## src/rtl/fifo_pkg.sv

```systemverilog
// Shared types and helpers for the FIFO control slice.
// Read-side FSM state and wrap-aware pointer distance.
package fifo_pkg;

  typedef enum logic {
    IDLE,
    VALID
  } fifo_rd_state_t;

  // Distance between two pw-bit wrapping pointers.
  function automatic int unsigned ptr_count(
    input int unsigned wr,
    input int unsigned rd,
    input int unsigned pw
  );
    return (wr - rd) & ((32'd1 << pw) - 32'd1);
  endfunction

endpackage

```

## src/rtl/fifo_flag_gen.sv

```systemverilog
// FIFO status flags from occupancy and thresholds.
// In: occupancy, rd_valid, mem_full. Out: full/empty/almost_*.
module fifo_flag_gen #(
  parameter int SIZE = 4,
  parameter int AE   = 2,
  parameter int AF   = 14
) (
  input  logic [SIZE+1:0] i_occupancy,
  input  logic            i_rd_valid,
  input  logic            i_mem_full,
  output logic            o_full,
  output logic            o_empty,
  output logic            o_almost_full,
  output logic            o_almost_empty
);

  localparam int OW = SIZE + 2;

  assign o_full         = i_mem_full;
  assign o_empty        = !i_rd_valid;
  assign o_almost_empty = i_occupancy <= OW'(AE);
  assign o_almost_full  = i_occupancy >= OW'(AF);

endmodule

```

## src/rtl/fifo_ctrl.sv

```systemverilog
// Synchronous FIFO control: pointers, RAM sequencing, read handshake.
// Ports: clk/reset_n/flush, wr_*, rd_*, mem_*, occupancy, flags.
module fifo_ctrl
  import fifo_pkg::*;
#(
  parameter int SIZE               = 4,
  parameter int ALMOST_EMPTY_VALUE = 2,
  parameter int ALMOST_FULL_VALUE  = 14
) (
  input  logic            clk,
  input  logic            reset_n,
  input  logic            flush,
  input  logic            wr_valid,
  output logic            wr_ready,
  output logic            rd_valid,
  input  logic            rd_ready,
  output logic            mem_we,
  output logic [SIZE-1:0] mem_waddr,
  output logic            mem_re,
  output logic [SIZE-1:0] mem_raddr,
  output logic [SIZE+1:0] occupancy,
  output logic            full,
  output logic            empty,
  output logic            almost_full,
  output logic            almost_empty
);

  localparam int DEPTH = 2 ** SIZE;
  localparam int PW    = SIZE + 1;
  localparam int OW    = SIZE + 2;

  if (!(ALMOST_EMPTY_VALUE < ALMOST_FULL_VALUE &&
        ALMOST_FULL_VALUE <= DEPTH + 1)) begin : g_chk
    $error("fifo_ctrl: bad almost thresholds");
  end

  logic [PW-1:0]  r_wr_ptr;
  logic [PW-1:0]  r_rd_ptr;
  fifo_rd_state_t r_state;
  fifo_rd_state_t w_state_nxt;

  logic [PW-1:0] w_mem_count;
  logic          w_mem_full;
  logic          w_mem_empty;
  logic          w_push;
  logic          w_fetch;

  assign w_mem_count = PW'(ptr_count(32'(r_wr_ptr),
                                     32'(r_rd_ptr), PW));
  assign w_mem_full  = w_mem_count == PW'(DEPTH);
  assign w_mem_empty = w_mem_count == '0;

  assign wr_ready  = !w_mem_full && !flush;
  assign w_push    = wr_valid && wr_ready;
  assign mem_we    = w_push;
  assign mem_waddr = r_wr_ptr[SIZE-1:0];
  assign mem_raddr = r_rd_ptr[SIZE-1:0];
  assign mem_re    = w_fetch;
  assign rd_valid  = r_state == VALID;

  // Fetch decision uses the pre-push count, so a word
  // written to an empty RAM is never read the same cycle.
  always_comb begin
    w_state_nxt = r_state;
    w_fetch     = 1'b0;
    unique case (r_state)
      IDLE: begin
        if (!w_mem_empty) begin
          w_fetch     = 1'b1;
          w_state_nxt = VALID;
        end
      end
      VALID: begin
        if (rd_ready) begin
          if (!w_mem_empty) w_fetch = 1'b1;
          else w_state_nxt = IDLE;
        end
      end
      default: w_state_nxt = IDLE;
    endcase
    if (flush) begin
      w_fetch     = 1'b0;
      w_state_nxt = IDLE;
    end
  end

  always_ff @(posedge clk or negedge reset_n) begin
    if (!reset_n) begin
      r_wr_ptr <= '0;
      r_rd_ptr <= '0;
      r_state  <= IDLE;
    end else if (flush) begin
      r_wr_ptr <= '0;
      r_rd_ptr <= '0;
      r_state  <= IDLE;
    end else begin
      r_wr_ptr <= r_wr_ptr + PW'(w_push);
      r_rd_ptr <= r_rd_ptr + PW'(w_fetch);
      r_state  <= w_state_nxt;
    end
  end

  assign occupancy = OW'(w_mem_count) + OW'(rd_valid);

  fifo_flag_gen #(
    .SIZE (SIZE),
    .AE   (ALMOST_EMPTY_VALUE),
    .AF   (ALMOST_FULL_VALUE)
  ) u_flags (
    .i_occupancy    (occupancy),
    .i_rd_valid     (rd_valid),
    .i_mem_full     (w_mem_full),
    .o_full         (full),
    .o_empty        (empty),
    .o_almost_full  (almost_full),
    .o_almost_empty (almost_empty)
  );

endmodule

```

## config.mk

```make
export PLATFORM = sky130hd
export DESIGN_NAME = fifo_ctrl
export DESIGN_NICKNAME = d
export VERILOG_FILES = /design/src/rtl/fifo_pkg.sv /design/src/rtl/fifo_flag_gen.sv /design/src/rtl/fifo_ctrl.sv
export SDC_FILE = /design/constraint.sdc
export NUM_CORES = 1
export LEC_CHECK = 0
export ABC_CLOCK_PERIOD_IN_PS = 4700
export CAP_MARGIN = 5
export CORE_MARGIN = 4
export CORE_UTILIZATION = 50
export DETAILED_ROUTE_END_ITERATION = 10
export GPL_TIMING_DRIVEN = 1
export PLACE_DENSITY = 0.94
export REMOVE_ABC_BUFFERS = 1
export SLEW_MARGIN = 20
export SYNTH_ARGS = -nofsm -noshare
export SYNTH_HDL_FRONTEND = slang
export SYNTH_SLANG_ARGS = --single-unit
```

## constraint.sdc

```tcl
create_clock -name clk -period 4.7 [get_ports clk]
set_clock_uncertainty 0.1 [all_clocks]
set_input_delay 0.94 -clock clk [delete_from_list [all_inputs] [get_ports clk]]
set_output_delay 0.94 -clock clk [all_outputs]
set_load 0.01 [all_outputs]
```

Word level (Yosys, flattened, before mapping)
Cells that the tools add are included.
Storage, ports and cells
  bits in registers: 11
  bits of input ports: 5
  output and inout port bits: 22
  word-level logic and storage cells: 26
Cells by class
  add/sub/neg operators: 4
  magnitude comparators: 2
  eq/ne operators: 1
  multiplexer cells: 9
  bitwise operators: 1
  reduce and logical (&&, ||, !) cells: 6
Operators by type and width (count)
  adder 5 x 1 -> 5 bit: 2
  two-way mux 5 bit: 2
  adder 5 x 1 -> 6 bit: 1
  greater-or-equal comparator 6 x 4 -> 1 bit, second input constant: 1
  <= comparator 6 x 2 -> 1 bit, second input constant: 1
  == test 5 bit, second input constant: 1
  logical NOT 5 bit: 1
  two-way mux 1 bit: 5
  subtractor 5 bit: 1
  case mux 1 bit (2 select lines): 2
  logical NOT 1 bit: 3
  logical AND 1 bit: 2
  inverter 1 bit: 1

Longest topological paths before layout
  word-level depth: 8
  mapped depth: 14

Hierarchy
From an unflattened synthesis, not the netlist that was laid out.
Second synthesis, totals
  cells, all modules: 89
  area total of the unflattened synthesis: 877.1 µm²
Modules (own cells, without submodules)
  fifo_ctrl: instances 1, cells an instance 84, area an instance 842.1 µm², sequential area each 275.3 µm²
  fifo_flag_gen: instances 1, cells an instance 5, area an instance 35.0 µm², sequential area each 0.0 µm²

Worst setup path after synthesis
No wires, ideal clock.
  path kind: register to output
  start point: register r_wr_ptr[0]
  end point: output port mem_we
  arrival: 2.140 ns
  data required time: 3.660 ns
  path slack: 1.520 ns
  stages on the path, launching flop included: 10
  cell sequence: dfrtp_1 -> inv_1 -> ha_1 -> inv_1 -> fa_1 -> a21o_1 -> a21oi_4 -> xor2_1 -> nor4_2 -> nor3b_1
On the way
  longest elaborated chain between the ends: 5
RTL lines
  from (decl): RTL line fifo_ctrl.sv:37  | logic [PW-1:0] r_wr_ptr;
  from (signal assigned): RTL line fifo_ctrl.sv:97  | r_wr_ptr <= r_wr_ptr + PW'(w_push);
  subtractor 5 bit: RTL line fifo_pkg.sv:16  | return (wr - rd) & ((32'd1 << pw) - 32'd1);
  == test 5 bit: RTL line fifo_ctrl.sv:50  | assign w_mem_full = w_mem_count == PW'(DEPTH);
  via full: RTL line fifo_ctrl.sv:22  | output logic full,
  logical NOT 1 bit: RTL line fifo_ctrl.sv:53  | assign wr_ready = !w_mem_full && !flush;
  logical AND 1 bit: RTL line fifo_ctrl.sv:53
  logical AND 1 bit: RTL line fifo_ctrl.sv:54  | assign w_push = wr_valid && wr_ready;
  to (decl): RTL line fifo_ctrl.sv:17  | output logic mem_we,
The timed path passes the listed nets, and every way through them passes these cells.

Final worst setup path
  start point: register r_wr_ptr[0]
  end point: output port mem_we
On the way
  longest elaborated chain between the ends: 5
RTL lines (RTL line)
  subtractor 5 bit: fifo_pkg.sv:16
  == test 5 bit: fifo_ctrl.sv:50
  logical NOT 1 bit: fifo_ctrl.sv:53
  logical AND 1 bit: fifo_ctrl.sv:53
  logical AND 1 bit: fifo_ctrl.sv:54
No other way between the ends.

==> impl_metrics.env <==
export IMPL_diodes=0
export IMPL_synth_distinct_cells=31
export IMPL_h_tree_depth=1
export IMPL_antenna_found_initial=0
export IMPL_grt_use_met2=0.277
export IMPL_startpoint="r_wr_ptr[0]"
export IMPL_r2r_end="r_wr_ptr[4]"
export IMPL_finalWirelength_um=1990
export IMPL_vias=738
export IMPL_core_um2=1750
export IMPL_place_congestion=0.820
export IMPL_initial_core_util=0.534
export IMPL_status="completed"
export IMPL_min_period_ps=4080
export IMPL_finalHoldViolCount=0
export IMPL_syn_area_per_cell_um2=9.81
export IMPL_viasPerCell=5.27
export IMPL_ys_warn_count=0
export IMPL_dieWidth_um=51.2
export IMPL_grt_pass1_vias=715
export IMPL_nets=132
export IMPL_mostFrequentLayoutCells="26 x clkdlybuf4s50_1, 11 x nor2_1, 11 x dfrtp_1"
export IMPL_criticalPathCategory="reg -> out"
export IMPL_critPathCapture="mem_we"
export IMPL_cts_tree="built"
export IMPL_syn_to_final_growth_pct=26.7
export IMPL_drc=0
export IMPL_period_share=0.868
export IMPL_cp_start_kind="flop"
export IMPL_vdd_drop_max_mv=0.326
export IMPL_fill_cells=138
export IMPL_end_kind="output pin"
export IMPL_synthCells=95
export IMPL_p_leak_uw=0.000509
export IMPL_cts_root_buf="clkbuf_4"
export IMPL_cts_resized=0
export IMPL_cts_buffers=3
export IMPL_clock_sinks=11
export IMPL_drive_above_1_share=0.113
export IMPL_grt_usage=0.164
export IMPL_die_area_um2=2620
export IMPL_rows=15
export IMPL_arrival_ps=3040
export IMPL_drv_slew=0
export IMPL_grtUsageMet3=0.0408
export IMPL_worstMarginPinSlew_ps=530
export IMPL_wl_per_cell_um=14.2
export IMPL_relSlewSlack=0.645
export IMPL_grt_overflow_total=0
export IMPL_grt_pass1_wl_um=3190
export IMPL_postCtsHoldBufs=0
export IMPL_ys_seq_elements=11
export IMPL_r2r_start="r_wr_ptr[0]"
export IMPL_rr_worst_depth=14
export IMPL_worstPathRequired_ps=3660
export IMPL_chipHeight_um=51.2
export IMPL_grt_busiest_layer="met2"
export IMPL_drtAntennaViolNets=0
export IMPL_io_buffers=26
export IMPL_rsz0062_at_grt="false"
export IMPL_yosysSeqAreaShare=0.295
export IMPL_cts_clk_slew_worst_paths_ps=70
export IMPL_clockBufferDepth=2
export IMPL_clk_latency_ps=270
export IMPL_dp_hpwl_um=1540
export IMPL_setup_tns_ps=0
export IMPL_drtIter0Drc=10
export IMPL_layout_cells_non_filler=140
export IMPL_worst_path_max_fanout=3
export IMPL_clock_fmax_mhz=245
export IMPL_power_density_nw_per_um2=565
export IMPL_post_place_cells=136
export IMPL_holdCritPathClass="reg -> reg"
export IMPL_grt_use_met1=0.197
export IMPL_syn_area_um2=932
export IMPL_drv_cap=0
export IMPL_grt_max_degree=15
export IMPL_dr_pass1_iters=4
export IMPL_final_common_cell="clkdlybuf4s50_1"
export IMPL_reg2reg_slack_ps=1530
export IMPL_setup_violations=0
export IMPL_cts_setup_buffers=0
export IMPL_ios=27
-- critical path: stages, from the launching register on --
cell	delay [ps]
dfrtp_1	400
inv_1	60
ha_1	150
inv_1	60
fa_1	420
a21o_1	210
a21oi_4	190
xor2_1	250
nor4_2	110
nor3b_1	300
clkdlybuf4s50_1	610
-- stage by stage --
step | setup WS, ps | hold slack [ps] | util | instance area (um2) | power (uW)
final | 618 | 494 | 0.677 | 1180 | 667
after global routing | 426 | 523 | 0.677 | 1180 | 717
after CTS | 594 | 503 | 0.677 | 1180 | 673
after detailed placement | 920 | 488 | 0.662 | 1150 | 602
after global placement | 1060 | 475 | 0.662 | 1150 | 587
after floorplan | 1470 | 456 | - | 863 | 396
-- cell families (layout without fill, tap and decap cells) --
family | after synthesis | count (layout) | synth area share
flops | 11 | 11 | 0.295
buf+inv | 18 | 38 | 0.106
compound gates | 10 | 10 | 0.0980
fa+ha+maj | 11 | 11 | 0.156
simple gates | 33 | 33 | 0.208
xor+xnor | 12 | 12 | 0.137
-- metal layers --
| layer | wire length, um | vias to the layer above |
|---|---|---|
| met1 | 893 | 351 |
| li1 | - | 347 |
| met4 | 32 | 0 |
| met3 | 110 | 8 |
| met2 | 953 | 32 |
| met5 | 0 | - |
-- synthesized netlist by cell type --
master	number	area, um2
nor3b_1	2	15.0
xnor2_1	5	43.8
a2bb2oi_1	1	8.76
nand2b_1	2	12.5
a21oi_1	3	15.0
nor2b_1	4	25.0
buf_2	1	5.00
o221ai_1	1	8.76
ha_1	10	125
and3b_1	1	8.76
dfrtp_1	11	275
a2111oi_2	1	15.0
a21o_1	1	7.51
and2_1	1	6.26
nor4_2	2	25.0
buf_4	8	60.1
nand3_1	4	20.0
a21oi_4	1	16.3
nand3_2	1	10.0
a21boi_2	1	11.3
fa_1	1	20.0
inv_1	8	30.0
nor2_4	1	11.3
nand3b_1	1	7.51
nand2_1	3	11.3
xnor2_2	2	32.5
clkbuf_1	1	3.75
o31a_1	1	8.76
xor2_2	1	16.3
xor2_1	4	35.0
nor2_1	11	41.3
-- state kept, by name, indices dropped and copies added, names as in the netlist --
register	flops
rd_valid	1
r_wr_ptr	5
r_rd_ptr	5
-- how the worst min path moves through the flow --
stage	slack (ps)	endpoint	start	cells after the start
2_1_floorplan	460	r_wr_ptr[4]	r_wr_ptr[4]	2
3_3_place_gp	480	r_wr_ptr[4]	r_wr_ptr[4]	2
3_5_place_dp	490	r_wr_ptr[4]	r_wr_ptr[4]	2
4_1_cts	500	r_wr_ptr[4]	r_wr_ptr[4]	2
5_1_grt	520	r_wr_ptr[4]	r_wr_ptr[4]	2
6_report	490	r_wr_ptr[4]	r_wr_ptr[4]	2
-- final cells by class --
type                       count  area [um2]  area share
tap                           25        31.3      0.0265
sequential                    11         275       0.233
timing repair buffer          26         260       0.220
multi-input combinational     66         558       0.472
clock buffer                   4        26.3      0.0222
inverter                       8        30.0      0.0254
-- power by group --
part	leakage [uW]	internal [uW]	switching, uW	total [uW]
combinational	0.000344	256	225	481
sequential	0.000150	107	13.6	120
clock	0.0000150	32.9	33.5	66.4
total	0.000509	395	272	667
No activity file was read; power rests on OpenSTA's default activity.
